[src/rtl/nibble_serial_add_ctrl.sv]
// Nibble-serial add controller: drives an external 4-bit adder slice for WIDTH/4 cycles per operand pair.
// Optional subtract mode is enabled by defining NIBBLE_SERIAL_ADD_CTRL_SUB_EN.
module nibble_serial_add_ctrl #(
    parameter int WIDTH = 16
) (
    input  logic             clk_i,
    input  logic             rst_i,
    input  logic             in_valid_i,
    output logic             in_ready_o,
    input  logic [WIDTH-1:0] a_i,
    input  logic [WIDTH-1:0] b_i,
`ifdef NIBBLE_SERIAL_ADD_CTRL_SUB_EN
    input  logic             sub_i,
`endif
    output logic             out_valid_o,
    input  logic             out_ready_i,
    output logic [WIDTH-1:0] y_o,
    output logic             co_o,
    output logic [3:0]       add_a_o,
    output logic [3:0]       add_b_o,
    output logic             add_ci_o,
    input  logic [3:0]       add_s_i,
    input  logic             add_co_i
);

    localparam int N  = WIDTH / 4;
    localparam int IW = (N > 1) ? $clog2(N) : 1;
    localparam logic [IW-1:0] LAST = IW'(N - 1);

    typedef enum logic [1:0] {IDLE, RUN, DONE} state_t;

    state_t           state_q, state_d;
    logic [IW-1:0]    idx_q, idx_d;
    logic             carry_q, carry_d;
    logic [WIDTH-1:0] a_q, a_d;
    logic [WIDTH-1:0] b_q, b_d;
    logic [WIDTH-1:0] y_q, y_d;
    logic             sub_q, sub_d;
    logic             sub_in;
    logic [3:0]       nib_a, nib_b;

`ifdef NIBBLE_SERIAL_ADD_CTRL_SUB_EN
    assign sub_in = sub_i;
`else
    assign sub_in = 1'b0;
`endif

    // Nibble k of each operand register, selected by the running index.
    assign nib_a = 4'(a_q >> {idx_q, 2'b00});
    assign nib_b = 4'(b_q >> {idx_q, 2'b00});

    always_ff @(posedge clk_i) begin
        if (rst_i) begin
            state_q <= IDLE;
            idx_q   <= '0;
            carry_q <= 1'b0;
            a_q     <= '0;
            b_q     <= '0;
            y_q     <= '0;
            sub_q   <= 1'b0;
        end else begin
            state_q <= state_d;
            idx_q   <= idx_d;
            carry_q <= carry_d;
            a_q     <= a_d;
            b_q     <= b_d;
            y_q     <= y_d;
            sub_q   <= sub_d;
        end
    end

    always_comb begin
        state_d     = state_q;
        idx_d       = idx_q;
        carry_d     = carry_q;
        a_d         = a_q;
        b_d         = b_q;
        y_d         = y_q;
        sub_d       = sub_q;
        in_ready_o  = 1'b0;
        out_valid_o = 1'b0;
        y_o         = '0;
        co_o        = 1'b0;
        add_a_o     = 4'h0;
        add_b_o     = 4'h0;
        add_ci_o    = 1'b0;

        case (state_q)
            IDLE: begin
                in_ready_o = 1'b1;
                if (in_valid_i) begin
                    a_d     = a_i;
                    b_d     = b_i;
                    sub_d   = sub_in;
                    idx_d   = '0;
                    // Subtract is A + ~B + 1, so the carry chain starts at 1.
                    carry_d = sub_in;
                    state_d = RUN;
                end
            end
            RUN: begin
                add_a_o  = nib_a;
                add_b_o  = sub_q ? ~nib_b : nib_b;
                add_ci_o = carry_q;
                y_d[{idx_q, 2'b00} +: 4] = add_s_i;
                carry_d  = add_co_i;
                if (idx_q == LAST) begin
                    idx_d   = '0;
                    state_d = DONE;
                end else begin
                    idx_d = idx_q + 1'b1;
                end
            end
            DONE: begin
                out_valid_o = 1'b1;
                y_o         = y_q;
                co_o        = carry_q;
                if (out_ready_i) state_d = IDLE;
            end
            default: state_d = IDLE;
        endcase
    end

endmodule

[config.mk]
export PLATFORM = sky130hd
export DESIGN_NAME = nibble_serial_add_ctrl
export DESIGN_NICKNAME = d
export VERILOG_FILES = /design/src/rtl/nibble_serial_add_ctrl.sv
export SDC_FILE = /design/constraint.sdc
export NUM_CORES = 1
export LEC_CHECK = 0
export ABC_CLOCK_PERIOD_IN_PS = 2270
export CORE_MARGIN = 2
export CORE_UTILIZATION = 35
export CTS_BUF_LIST = sky130_fd_sc_hd__clkbuf_8
export DETAILED_ROUTE_END_ITERATION = 16
export MAX_ROUTING_LAYER = met4
export SYNTH_ARGS = -nofsm -noshare
export SYNTH_HDL_FRONTEND = slang
export SYNTH_SLANG_ARGS = --single-unit
[constraint.sdc]
create_clock -name clk_i -period 2.27 [get_ports clk_i]
set_clock_uncertainty 0.05 [all_clocks]
set_input_delay 0.454 -clock clk_i [delete_from_list [all_inputs] [get_ports clk_i]]
set_output_delay 0.454 -clock clk_i [all_outputs]
set_load 0.01 [all_outputs]
==> results.cfg, run 1 <==
[die]
die_w_um = 88.0
core_um2 = 6790
ioPinCount = 69
dieHeight_um = 88.0
die_area_um2 = 7740
rows = 30
initial_core_util_pct = 36.3

[critical_path]
crit_fanout = 7
crit_required_ps = 1770
crit_type = register to output pin
startpoint_type = register
setup.worst_path.start = idx_q[0]
worstReg2RegStart = idx_q[0]
endpoint_kind = output pin
arrival_ps = 1700

[drt]
avgRoutedWirePerCell_um = 12.5
drc = 0
drtIter0Drc = 88
routed_wl_um = 5720
avgViaCountPerCell = 4.71
dr.pass1.iters = 4
final_antenna_net_count = 0
vias = 2155

[cells_and_area]
mostFrequentLayoutCells = nand2_1 (78), clkdlybuf4s50_1 (54), dfxtp_1 (51), a21oi_1 (49), and2_1 (26)
stdcell_count = 458
area_growth_syn_to_layout_pct = 37.8
layout_commonest_cell = nand2_1
n_antenna_cell = 0
layout-drive-gt1-share_pct = 11.3
nNetsFinal = 407

[global_routing]
grt_max_degree = 33
grtUsageTotal_pct = 16.1
grtUsageMet2_pct = 27.5
use_met1_pct = 19.6
grt_pass1_vias = 2084
grt_pass1_wl_um = 9490
top_usage_layer = met2
met3_usage_pct = 3.39
antenna_found_initial = 0
grt_overflow = 0

[timing]
worst_slack_ps = 66.0
max_slew_margin_pct = 64.5
fin_crit_sh_pct = 97.1
setup_viol = 0
worst_slew_pin_slew_ps = 532
setup-tns-final_ps = 0
slew_viol_final = 0
hold_ws_ps = 400
rsz0062_at_grt = no
hold_viol_final = 0
fmax_mhz = 454
min_period_ps = 2200

[placed_design]
port_buffers = 68
dp_slack_ps = 33.9
dpl.cell_count = 444
dpl.hpwl_um = 4250
globalplace.congestion = 0.747

[cts]
cts_root_buf = clkbuf_8
clock_sinks = 53
cts-buffers-inserted = 5
cts.clk_slew.worst_paths_ps = 90
cts-htree-levels = 2
clock_path_buffers = 2
clock_latency_ps = 300
tritoncts = yes

[yosys]
ys_seq_area_share_pct = 43.0
ys_warn_count = 0
ys_seq_elements = 53
synth_cell_types = 30
postSynthAreaPerCell_um2 = 8.54
syn_area_um2 = 2470
netlist_instances = 289
syn_nets = 335

[pwr]
irDropWorstVdd_mv = 0.243
powerDensity_nw_per_um2 = 537
leakagePower_nw = 1.36
power_mw = 1.83

[run]
drv_cap = 0

[min_path]
hp-start = y_q[5]
min-delay-path-class = register to register

[outcome]
run_status = finished, final reports clean
## critical path, cell delays in order (launching register included)
cell and delay, ps:
dfxtp_2 370, buf_12 130, mux4_2 490, and2_1 180
clkdlybuf4s15_1 230
## per-layer routing
metal,up-vias,wire length [µm]
met5,-,0
met4,0,26
met3,2,265
met2,49,2710
met1,985,2720
li1,1119,-
## registers in the layout (all words and copies together), names as in the netlist
register  cells
a_q          16
b_q          16
y_q          16
idx_q         2
state_q       2
carry_q       1
## cells in the mapped netlist
library cell / number / area (µm²)
nor3b_2: 1 / 12.5
a21oi_1: 49 / 245
buf_2: 7 / 35.0
buf_12: 1 / 20.0
or3b_1: 1 / 8.76
nand3b_1: 5 / 37.5
and4bb_2: 1 / 12.5
nand2_1: 78 / 293
nor4bb_1: 1 / 10.0
buf_6: 1 / 11.3
nor4b_1: 1 / 8.76
mux4_1: 5 / 131
mux4_2: 3 / 67.6
and2_1: 26 / 163
and3b_1: 2 / 17.5
o21a_1: 1 / 7.51
a31oi_1: 1 / 6.26
dfxtp_1: 53 / 1060
nor2_1: 4 / 15.0
clkbuf_1: 9 / 33.8
and2b_2: 1 / 8.76
nand4_1: 6 / 37.5
buf_4: 3 / 22.5
nor4b_4: 1 / 23.8
ha_1: 5 / 62.6
nand2b_1: 2 / 12.5
nand3_1: 10 / 50.1
nor2b_1: 2 / 12.5
o21ai_0: 6 / 30.0
inv_1: 3 / 11.3
## logic make-up after synthesis
family          after synthesis  synth area share, %
mux                           8                 8.06
buf+inv                      24                 5.42
fa+ha+maj                     5                 2.53
simple gates                142                 29.3
compound gates               57                 11.7
flops                        53                 43.0
## power breakdown
group	switching (mW)	leakage, nW	internal, mW
Clock	0.303	0.0497	0.216
Sequential	0.0220	0.434	0.972
Combinational	0.146	0.879	0.170
## final cells by class
cell class / instances / area, µm²
clock buffers: 5 / 68.8
flip-flops and latches: 53 / 1070
multi-input cells: 212 / 1280
repair buffers: 86 / 833
inverters: 3 / 11.3
well taps: 96 / 120
clock inverters: 3 / 17.5
fillers: 691 / 3390
## worst paths after layout
path	end	slack (ps)	cells after the start
setup / recovery	add_a_o[0]	70	4
hold reg to reg	y_q[5]	400	2
hold / removal	y_q[5]	400	2
setup reg to reg	y_q[3]	360	8
## per-stage QoR
stage	instance area (µm²)	utilization (%)
finish	3400	50.1
floorplan	2470	-
global placement	3260	48.0
global route	3400	50.1
CTS	3370	49.5
detailed placement	3260	48.0
## what timing repair did
| item | CTS | global route |
|---|---|---|
| endpoints found under the hold margin | 0 | 0 |
| buffers inserted | 2 | 4 |
| resized for setup | 18 | 14 |
| endpoints found under the setup margin | 25 | 25 |
| hold buffers | 0 | 0 |
Note: power is estimated with default switching activity, not from simulation.
==> run 2: changes to the inputs <==
CORE_UTILIZATION = 40   (was 35)
DONT_BUFFER_PORTS = 1   (was unset)
RECOVER_POWER = 25   (was unset)
==> results.cfg, run 2 (synthesis gave the netlist of run 1 again) <==
[timing]
setup-tns-final_ps = 0
min_period_ps = 2150
slew_viol_final = 0
setup_viol = 0
rsz0062_at_grt = no
fin_crit_sh_pct = 94.5
worst_slew_pin_slew_ps = 615
hold_viol_final = 0
max_slew_margin_pct = 59.0
fmax_mhz = 466

[cts]
clock_path_buffers = 2
cts-buffers-inserted = 5
clock_sinks = 53
ctsHoldBuffers = 0
cts.clk_slew.worst_paths_ps = 100
cts_root_buf = clkbuf_8
tritoncts = yes
clock_latency_ps = 310
cts_setup_buffers = 0
cts-htree-levels = 2
ctsResizeCount = 0

[global_routing]
antenna_found_initial = 0
grt_pass1_wl_um = 8590
grt_pass1_vias = 1856
grt_overflow = 0
grtUsageTotal_pct = 17.4
grt_max_degree = 55

[cells_and_area]
reg.largest.list = a_q: 16 flops, b_q: 16 flops, y_q: 16 flops
layout_commonest_cell = nand2_1
final_area_um2 = 2610
layout-drive-gt1-share_pct = 7.07
fill_cells = 627
mostFrequentLayoutCells = nand2_1 (78), dfxtp_1 (53), a21oi_1 (49), and2_1 (26), nand3_1 (10)
nNetsFinal = 329
n_antenna_cell = 0
area_growth_syn_to_layout_pct = 5.68

[pwr]
seqPwrFrac_pct = 54.7
p_int_mw = 1.38
powerDensity_nw_per_um2 = 698
leakagePower_nw = 0.945
irDropWorstVdd_mv = 0.295
p_clk_share_pct = 34.9
switching_share_pct = 24.2
comb_power_share_pct = 10.4
switchingPower_mw = 0.440

[min_path]
min-delay-path-class = input port to register

[placed_design]
port_buffers = 0
globalplace.congestion = 0.840
placed_area_um2 = 2520
dpl.hpwl_um = 3720

[drt]
routed_wl_um = 5340
drc = 0
drtIter0Drc = 71
vias = 1913
avgRoutedWirePerCell_um = 14.9
final_antenna_net_count = 0
avgViaCountPerCell = 5.34
dr.pass1.iters = 4

[critical_path]
endpoint_kind = output pin
arrival_ps = 1640
crit_type = register to output pin
startpoint_type = register
crit_required_ps = 1770
crit_fanout = 15

[die]
dieHeight_um = 82.6
rows = 28
core_um2 = 5960
ioPinCount = 69
die_area_um2 = 6820
die_w_um = 82.6
initial_core_util_pct = 41.4

[run]
drv_cap = 0

[outcome]
run_status = finished, final reports clean
-- run 2: cell types whose count changed in the layout (fill, tap and decap cells not counted), moves of 3 or more --
cell	change
clkdlybuf4s50_1	-54
buf_4	-9
dlymetal6s2s_1	-5
clkbuf_2	-3
-- run 2: worst paths after layout --
path         startpoint         end  slack [ps]  cells after the start
max            idx_q[0]  add_b_o[1]         120                      3
min               rst_i      b_q[1]         150                      1
max reg2reg  state_q[0]      b_q[8]         500                      4
min reg2reg     y_q[10]     y_q[10]         390                      2
-- run 2: worst max-delay path, cell delays in order (launching register included) --
cell     delay (ps)
dfxtp_1         390
buf_12          170
mux4_1          550
and2_1          210
-- run 2: routing by layer --
metal	track usage [%]	share of wire, %	vias up
li1	-	-	964
met1	19.3	44	891
met2	30.2	48	52
met3	5.54	6.4	6
met4	4.43	1.1	0
met5	-	0	-
-- run 2: power groups by stage --
stage / logic (mW) / registers, mW / clock network, mW
floorplan: 0.181 / 1.01 / 0
global placement: 0.193 / 1.02 / 0
detailed placement: 0.197 / 1.02 / 0
CTS: 0.197 / 0.997 / 0.654
global route: 0.215 / 1.00 / 0.699
finish: 0.190 / 0.996 / 0.635
-- run 2: per-stage QoR --
step	std cells	hold slack, ps	util, %	power, mW	worst slack (ps)
global placement	351	380	42.3	1.21	500
finish	358	149	43.8	1.82	125
global route	358	120	43.8	1.92	48.5
floorplan	289	377	-	1.19	496
CTS	358	140	44.1	1.85	112
detailed placement	351	386	42.3	1.22	464
-- run 2: layout make-up --
type	instances	area, µm²	area share [%]
inverters	3	11.3	0.432
well taps	75	93.8	3.60
repair buffers	8	66.3	2.54
flip-flops and latches	53	1060	40.7
clock buffers	5	68.8	2.64
multi-input cells	212	1270	48.6
clock inverters	2	38.8	1.49
==> run 3: changes to the inputs <==
CAP_MARGIN = 0   (was unset)
==> results of run 3 <==
No change in the layout: final DEF, timing and power equal those of run 2.
